[config.mk]
export PLATFORM = sky130hd
export DESIGN_NAME = bus_cycle_unit
export DESIGN_NICKNAME = d
export VERILOG_FILES = /design/src/rtl/bus_cycle_unit.sv
export SDC_FILE = /design/constraint.sdc
export NUM_CORES = 1
export LEC_CHECK = 0
export CORE_MARGIN = 2
export CORE_UTILIZATION = 42
export CTS_CLUSTER_DIAMETER = 150
export DETAILED_ROUTE_END_ITERATION = 10
export PLACE_DENSITY = 0.75
export SLEW_MARGIN = 20
export SYNTH_ARGS = -nofsm -noshare
export SYNTH_HDL_FRONTEND = slang
export SYNTH_SLANG_ARGS = --single-unit
[constraint.sdc]
create_clock -name clk -period 1.8 [get_ports clk]
set_input_delay 0.18 -clock clk [delete_from_list [all_inputs] [get_ports clk]]
set_output_delay 0.18 -clock clk [all_outputs]
set_load 0.02 [all_outputs]
[src/rtl/bus_cycle_unit.sv]
// Converts single-transfer core requests into 8085-style multiplexed bus cycles
// (T1/T2/TW/T3) with READY wait states, a wait timeout and HOLD/HLDA arbitration.
module bus_cycle_unit #(
   parameter int MAX_WAIT = 15
) (
   input  logic        clk,
   input  logic        rst,
   input  logic        req,
   input  logic        we,
   input  logic        io,
   input  logic        fetch,
   input  logic [15:0] addr,
   input  logic [7:0]  wdata,
   output logic        ack,
   output logic        err,
   output logic [7:0]  rdata,
   output logic        busy,
   output logic [7:0]  ad_out,
   output logic        ad_oe,
   input  logic [7:0]  ad_in,
   output logic [7:0]  a_hi,
   output logic        ale,
   output logic        rd_n,
   output logic        wr_n,
   output logic        io_m,
   output logic [1:0]  s,
   input  logic        ready,
   input  logic        hold,
   output logic        hlda
);

   typedef enum logic [2:0] {
      S_IDLE = 3'd0,
      S_T1   = 3'd1,
      S_T2   = 3'd2,
      S_TW   = 3'd3,
      S_T3   = 3'd4,
      S_HOLD = 3'd5
   } state_t;

   localparam int CNT_W = $clog2(MAX_WAIT + 2);
   localparam logic [CNT_W-1:0] MAX_C = CNT_W'(MAX_WAIT);

   state_t state_q, state_d;

   logic             we_q, we_d;
   logic             io_q, io_d;
   logic             fetch_q, fetch_d;
   logic [15:0]      addr_q, addr_d;
   logic [7:0]       wdata_q, wdata_d;
   logic             tmo_q, tmo_d;
   logic [CNT_W-1:0] cnt_q, cnt_d;
   logic [CNT_W-1:0] cnt_inc;

   logic       ack_q, ack_d;
   logic       err_q, err_d;
   logic [7:0] rdata_q, rdata_d;
   logic       busy_q, busy_d;
   logic [7:0] ad_out_q, ad_out_d;
   logic       ad_oe_q, ad_oe_d;
   logic [7:0] a_hi_q, a_hi_d;
   logic       ale_q, ale_d;
   logic       rd_n_q, rd_n_d;
   logic       wr_n_q, wr_n_d;
   logic       io_m_q, io_m_d;
   logic [1:0] s_q, s_d;
   logic       hlda_q, hlda_d;

   // {S1,S0}: fetch 11, write 01, read 10
   function automatic logic [1:0] bus_status(input logic f, input logic w);
      if (w)      return 2'b01;
      else if (f) return 2'b11;
      else        return 2'b10;
   endfunction

   assign cnt_inc = cnt_q + CNT_W'(1);

   always_ff @(posedge clk) begin
      if (rst) state_q <= S_IDLE;
      else     state_q <= state_d;
   end

   always_comb begin
      state_d = state_q;
      we_d    = we_q;
      io_d    = io_q;
      fetch_d = fetch_q;
      addr_d  = addr_q;
      wdata_d = wdata_q;
      tmo_d   = tmo_q;
      cnt_d   = cnt_q;
      case (state_q)
         S_IDLE: begin
            // hold wins over req; a req during the ack pulse is the old one
            if (hold) begin
               state_d = S_HOLD;
            end else if (req && !ack_q) begin
               state_d = S_T1;
               we_d    = we;
               io_d    = io;
               fetch_d = fetch;
               addr_d  = addr;
               wdata_d = wdata;
               tmo_d   = 1'b0;
            end
         end
         S_T1: state_d = S_T2;
         S_T2: begin
            cnt_d   = '0;
            state_d = ready ? S_T3 : S_TW;
         end
         S_TW: begin
            cnt_d = cnt_inc;
            if (ready) begin
               state_d = S_T3;
            end else if ((MAX_WAIT != 0) && (cnt_inc == MAX_C)) begin
               state_d = S_T3;
               tmo_d   = 1'b1;
            end
         end
         S_T3:    state_d = S_IDLE;
         S_HOLD:  if (!hold) state_d = S_IDLE;
         default: state_d = S_IDLE;
      endcase
   end

   // Outputs are registered, so they are derived from the state being entered.
   always_comb begin
      ack_d    = 1'b0;
      err_d    = 1'b0;
      rdata_d  = rdata_q;
      busy_d   = 1'b0;
      ad_out_d = ad_out_q;
      ad_oe_d  = 1'b0;
      a_hi_d   = a_hi_q;
      ale_d    = 1'b0;
      rd_n_d   = 1'b1;
      wr_n_d   = 1'b1;
      io_m_d   = io_m_q;
      s_d      = 2'b00;
      hlda_d   = 1'b0;
      case (state_d)
         S_T1: begin
            ale_d    = 1'b1;
            ad_out_d = addr_d[7:0];
            ad_oe_d  = 1'b1;
            a_hi_d   = addr_d[15:8];
            io_m_d   = io_d;
            s_d      = bus_status(fetch_d, we_d);
            busy_d   = 1'b1;
         end
         S_T2, S_TW, S_T3: begin
            busy_d = 1'b1;
            s_d    = s_q;
            if (we_q) begin
               wr_n_d   = 1'b0;
               ad_out_d = wdata_q;
               ad_oe_d  = 1'b1;
            end else begin
               rd_n_d   = 1'b0;
            end
         end
         S_HOLD: hlda_d = 1'b1;
         S_IDLE: begin
            if (state_q == S_T3) begin
               ack_d = 1'b1;
               err_d = tmo_q;
               if (!we_q) rdata_d = tmo_q ? 8'hFF : ad_in;
            end
         end
         default: ;
      endcase
   end

   always_ff @(posedge clk) begin
      if (rst) begin
         we_q     <= 1'b0;
         io_q     <= 1'b0;
         fetch_q  <= 1'b0;
         addr_q   <= 16'h0000;
         wdata_q  <= 8'h00;
         tmo_q    <= 1'b0;
         cnt_q    <= '0;
         ack_q    <= 1'b0;
         err_q    <= 1'b0;
         rdata_q  <= 8'h00;
         busy_q   <= 1'b0;
         ad_out_q <= 8'h00;
         ad_oe_q  <= 1'b0;
         a_hi_q   <= 8'h00;
         ale_q    <= 1'b0;
         rd_n_q   <= 1'b1;
         wr_n_q   <= 1'b1;
         io_m_q   <= 1'b0;
         s_q      <= 2'b00;
         hlda_q   <= 1'b0;
      end else begin
         we_q     <= we_d;
         io_q     <= io_d;
         fetch_q  <= fetch_d;
         addr_q   <= addr_d;
         wdata_q  <= wdata_d;
         tmo_q    <= tmo_d;
         cnt_q    <= cnt_d;
         ack_q    <= ack_d;
         err_q    <= err_d;
         rdata_q  <= rdata_d;
         busy_q   <= busy_d;
         ad_out_q <= ad_out_d;
         ad_oe_q  <= ad_oe_d;
         a_hi_q   <= a_hi_d;
         ale_q    <= ale_d;
         rd_n_q   <= rd_n_d;
         wr_n_q   <= wr_n_d;
         io_m_q   <= io_m_d;
         s_q      <= s_d;
         hlda_q   <= hlda_d;
      end
   end

   assign ack    = ack_q;
   assign err    = err_q;
   assign rdata  = rdata_q;
   assign busy   = busy_q;
   assign ad_out = ad_out_q;
   assign ad_oe  = ad_oe_q;
   assign a_hi   = a_hi_q;
   assign ale    = ale_q;
   assign rd_n   = rd_n_q;
   assign wr_n   = wr_n_q;
   assign io_m   = io_m_q;
   assign s      = s_q;
   assign hlda   = hlda_q;

endmodule

Word-level counts from Yosys, hierarchy flattened
Cells that the tools add are included.
{ "totals": {"wordCells": 97, "register_bits": 71, "input_bits": 40, "output_inout_bits": 35} }
{ "classes": {"reduce_logical": 16, "n_mux": 38, "n_eq_ne": 16, "bitwise_logic": 5, "addsub": 1} }
{ "ops": {"columns": ["cell", "n"], "rows": [
  ["16-bit two-way mux", 3],
  ["1-bit two-way mux", 20],
  ["3-bit two-way mux", 6],
  ["8-bit two-way mux", 2],
  ["8-bit one-hot mux with 2 select lines", 1],
  ["3-bit one-hot mux with 5 select lines", 1],
  ["3-bit by 2-bit equality test with 1-bit output, second input constant", 4],
  ["3-bit equality test, second input constant", 4],
  ["2-bit != test, second input constant", 5],
  ["5-bit one-hot mux with 2 select lines", 1],
  ["3-bit by 1-bit equality test with 1-bit output, second input constant", 2],
  ["3-bit zero test", 2],
  ["3-bit AND reduction", 2],
  ["2-bit nonzero test", 3],
  ["3-bit OR reduction", 2],
  ["5-bit by 1-bit adder with 5-bit output, second input constant", 1],
  ["5-bit by 4-bit equality test with 1-bit output, second input constant", 1],
  ["1-bit inverter", 5],
  ["5-bit AND reduction", 1],
  ["1-bit one-hot mux with 2 select lines", 2],
  ["2-bit one-hot mux with 2 select lines", 1],
  ["2-bit OR reduction", 2],
  ["4-bit OR reduction", 1],
  ["2-bit two-way mux", 1],
  ["other kinds (3)", 3]
]} }

Longest topological paths before layout
{ "logic_depth": {"ltp_word": 9, "mapped_depth": 9} }

Least setup slack after synthesis
OpenSTA, ideal clock, no wires.
{ "synth_timing": {"kind": "register -> register", "start": "register cnt_q[0]", "end": "register ad_out_q[0] (netlist: ad_out[0])", "n_path_buf": 0, "path_slack_ns": -0.079, "path_stages_with_launch": 8, "t_arrival_ns": 1.761, "path_cell_list": "dfxtp_1 > inv_1 > ha_1 > nor4bb_1 > and2_1 > o41ai_4 > o21ai_0 > a32o_1"} }
{ "synth_between": {"elab_chain_cells": 9} }
{ "synth_lines": {"columns": ["item", "line_no", "text"], "rows": [
  ["start: declaration", "52", "logic [CNT_W-1:0] cnt_q, cnt_d;"],
  ["start signal: assignment", "204", "cnt_q <= cnt_d;"],
  ["5-bit by 1-bit adder with 5-bit output (*)", "76", "assign cnt_inc = cnt_q + CNT_W'(1);"],
  ["5-bit by 4-bit equality test with 1-bit output (*)", "116", "end else if ((MAX_WAIT != 0) && (cnt_inc == MAX_C)) begin"],
  ["3-bit two-way mux (*)", "116", null],
  ["3-bit two-way mux (*)", "114", "if (ready) begin"],
  ["3-bit one-hot mux with 5 select lines (*)", "92", "case (state_q)"],
  ["3-bit by 2-bit equality test with 1-bit output or 3-bit equality test (tied branches)", "142", "case (state_d)"],
  ["3-bit OR reduction", null, null],
  ["2-bit != test (no line) or 2-bit nonzero test (tied branches)", null, null],
  ["2-bit AND reduction (no line)", null, null],
  ["end signal: assignment", "209", "ad_out_q <= ad_out_d;"],
  ["end: declaration", "59", "logic [7:0] ad_out_q, ad_out_d;"]
]} }
Mark *: on every way between the ends. The rest lies on a longest branch, timed or not.
A chain may end at the register's enable or synchronous reset.

Worst setup path after layout
{ "layout_timing": {"start": "register cnt_q[0]", "end": "register busy_q (netlist: busy)"} }
{ "layout_between": {"elab_chain_cells": 8} }
{ "layout_lines": {"columns": ["item", "line_no", "text"], "rows": [
  ["5-bit by 1-bit adder with 5-bit output (*)", "76", null],
  ["5-bit by 4-bit equality test with 1-bit output (*)", "116", null],
  ["3-bit two-way mux (*)", "116", null],
  ["3-bit two-way mux (*)", "114", null],
  ["3-bit one-hot mux with 5 select lines (*)", "92", null],
  ["3-bit by 2-bit equality test with 1-bit output (tied with other cells)", "142", null],
  ["4-bit OR reduction (no line) (*)", null, null],
  ["1-bit two-way mux (*)", "142", null],
  ["end signal: assignment", "208", "busy_q <= busy_d;"],
  ["end: declaration", "58", "logic busy_q, busy_d;"]
]} }
Marks and branches as above.

==> metrics.csv <==
metric,value,unit
status,completed,
post-synth top area cell,dfxtp_1,
clock share of power,34.3,%
syn avg cell area,8.43,sq um
fin crit share,99.6,%
Pwr Density,1230,nW/um^2
max cap viols,0,
Via density,5.10,
synth warn,0,
share of the synthesized area in the top cell type,47.0,%
fraction of layout instances using a drive strength above 1,18.9,%
worst-path fanout max,3,
"top cells by area, synth","dfxtp_1 47%, nand2_1 9.0%, a21oi_1 7.7%, nor2_1 6.2%, a32o_1 3.1%",
post-synth cell types,42,
asr flop ratio synth,0,%
RD Place Congestion,0.894,
Leak,1.41,nW
minimum clock period,1.79,ns
die area,6830,sq um
final clock skew,0.00820,ns
CTS max path bufs,2,
HPWL Detailed,4550,microns
Syn-to-layout area delta,49.4,%
worst-path cell chain,inv_4 > ha_4 > nand4bb_1 > a21oi_4 > o41ai_4 > buf_4 > a311oi_2 > a211oi_2,
initial antenna violation count,0,
switch share,29.5,%
WL/cell,13.6,microns
Cell Int Power,0.00336,W
number of synthesized flops with an enable pin,0,
Setup WS post-layout,0.00744,ns
clock sink count,61,
HP Class,in -> reg,
setup violators final,0,
first-pass GRT wire length,10400,microns
pin count of the biggest net entering global routing,21,
Die X,82.6,microns
Total Nets Final,440,
Buf/Inv on CP,2,
Root Driver,clkbuf_8,
most frequent cells in the layout,"73 x clkdlybuf4s50_1, 62 x nand2_1, 56 x dfxtp_1",
Initial Utilization,43.6,%
hold violation total from the final report,0,
core region area,5960,sq um
Routed Wire Length,6500,microns
Yosys reg bits,61,
vias,2438,
antenna-violating nets left,0,
RSZ-0062 raised after global routing,yes,
"Seq/Total Area, Yosys",47.0,%
DRT iter0 DRCs,117,
"Primary FF master, synth",dfxtp_1,
grt ovf,0,
placed cell area,3500,sq um
combinational share of power,30.8,%
GR Util All Layers,20.2,%
Post-Synthesis Cells,308,
CP max-delay cell,o41ai_4,
crit path capture type,flip-flop,
H-tree levels,3,
worst skew pair latency,0.34,ns
fillers,501,
Sequential Power Share,34.9,%
CP top delay family,compound AO/OA/AOI/OAI gates,
Worst EP arrival,2.04,ns
"Design Area, Final",3880,sq um
syn_nets,350,
post-synth design cell area,2600,sq um
TritonCTS clock tree,built,
pre-CTS WS,-0.160,ns
die height,82.6,microns
"Req. time, crit path",2.04,ns
Setup CP Type,reg -> reg,
Worst slew margin,64.2,%
setup TNS,0,ns
1st-pass router iterations,4,
"Largest stage delay, worst path",0.39,ns
Tightest Pin Transition,0.534,ns
# IOs,75,
IO Port Bufs,74,
"most common cell after layout, fill and taps aside",clkdlybuf4s50_1,
CTS Buf Count,9,
vias in the first global route,2289,
Worst setup SP type,flip-flop,
"Slew Viols, Final",0,
P_sw,0.00141,W
drc violations,0,
Worst-path clk slew,0.07,ns
Row Count,28,
Peak VDD IR,0.607,mV
diodes inserted,0,
Max Clock Freq,558,MHz
==> registers in the layout (all words and copies together) (netlist names), 2 cells and up <==
signal,count
a_hi,8
ad_out,8
addr_q,8
rdata,8
wdata_q,8
cnt_q,5
state_q,3
s,2
==> power groups by stage <==
stage                     sequential (W)  clock [W]  combinational, W
after floorplan                  0.00181          0          0.000720
after global placement           0.00169          0           0.00140
after detailed placement         0.00169          0           0.00141
after CTS                        0.00166    0.00166           0.00143
after global routing             0.00169    0.00173           0.00161
final                            0.00166    0.00164           0.00147
==> logic make-up (layout without fill, tap and decap cells) <==
group | count (synthesis) | after routing | share of synthesized area, %
AOI/OAI and AO/OA | 80 | 80 | 21.8
DFF | 61 | 61 | 47.0
muxes | 1 | 1 | 0.386
xor gates and xnor gates | 1 | 1 | 0.337
and+or+nand+nor | 139 | 139 | 24.0
buffers and inverters | 24 | 119 | 5.54
adders and majority gates | 2 | 2 | 0.964
==> synth_stat cells, types with 5 or more instances <==
cell	count
a211oi_1	9
a21oi_1	40
a32o_1	8
buf_6	5
clkbuf_1	8
dfxtp_1	61
nand2_1	62
nor2_1	43
nor3_1	5
o21ai_0	10
or3_1	9
==> path summary, 6_finish.rpt <==
path                                from  cells past startpoint          to  slack, ns
worst min-delay path                 rst                      2  state_q[1]       0.26
worst max-delay path            cnt_q[0]                      8        busy      0.007
worst min register to register      we_q                      1        wr_n       0.45
worst max register to register  cnt_q[0]                      8        busy      0.007
==> area by class of cell <==
type / instances / area (sq um) / share of cell area [%]
clock inverters: 6 / 134 / 3.45
flip-flops and latches: 61 / 1230 / 31.8
clock buffers: 10 / 138 / 3.55
well taps: 75 / 93.8 / 2.42
multi-input cells: 223 / 1320 / 34.1
inverters: 4 / 17.5 / 0.452
repair buffers: 99 / 940 / 24.2
==> metrics by stage <==
step	power, W	hold slack (ns)	util, %	cells
floorplan	0.00253	0.316	-	308
global placement	0.00308	0.430	58.7	461
detailed placement	0.00310	0.442	58.7	461
CTS	0.00476	0.245	64.2	477
global route	0.00502	0.251	65.1	478
finish	0.00477	0.258	65.1	478
==> layer usage <==
metal  share of wire (%)  track usage (%)  wire length [microns]  up-vias
li1                    -                -                      -     1235
met1                  44             24.8                   2850     1125
met2                  49             31.7                   3170       74
met3                 7.0             9.89                    452        4
met4                0.35             5.08                     23        0
met5                   0                0                      0        -
==> timing repair <==
action	4_1_cts	5_1_grt
setup endpoints to repair	10	13
gates resized for setup	12	12
hold buffers	0	0
pin swaps	4	4
setup buffers	0	1
Note: power is estimated with default switching activity, not from simulation.
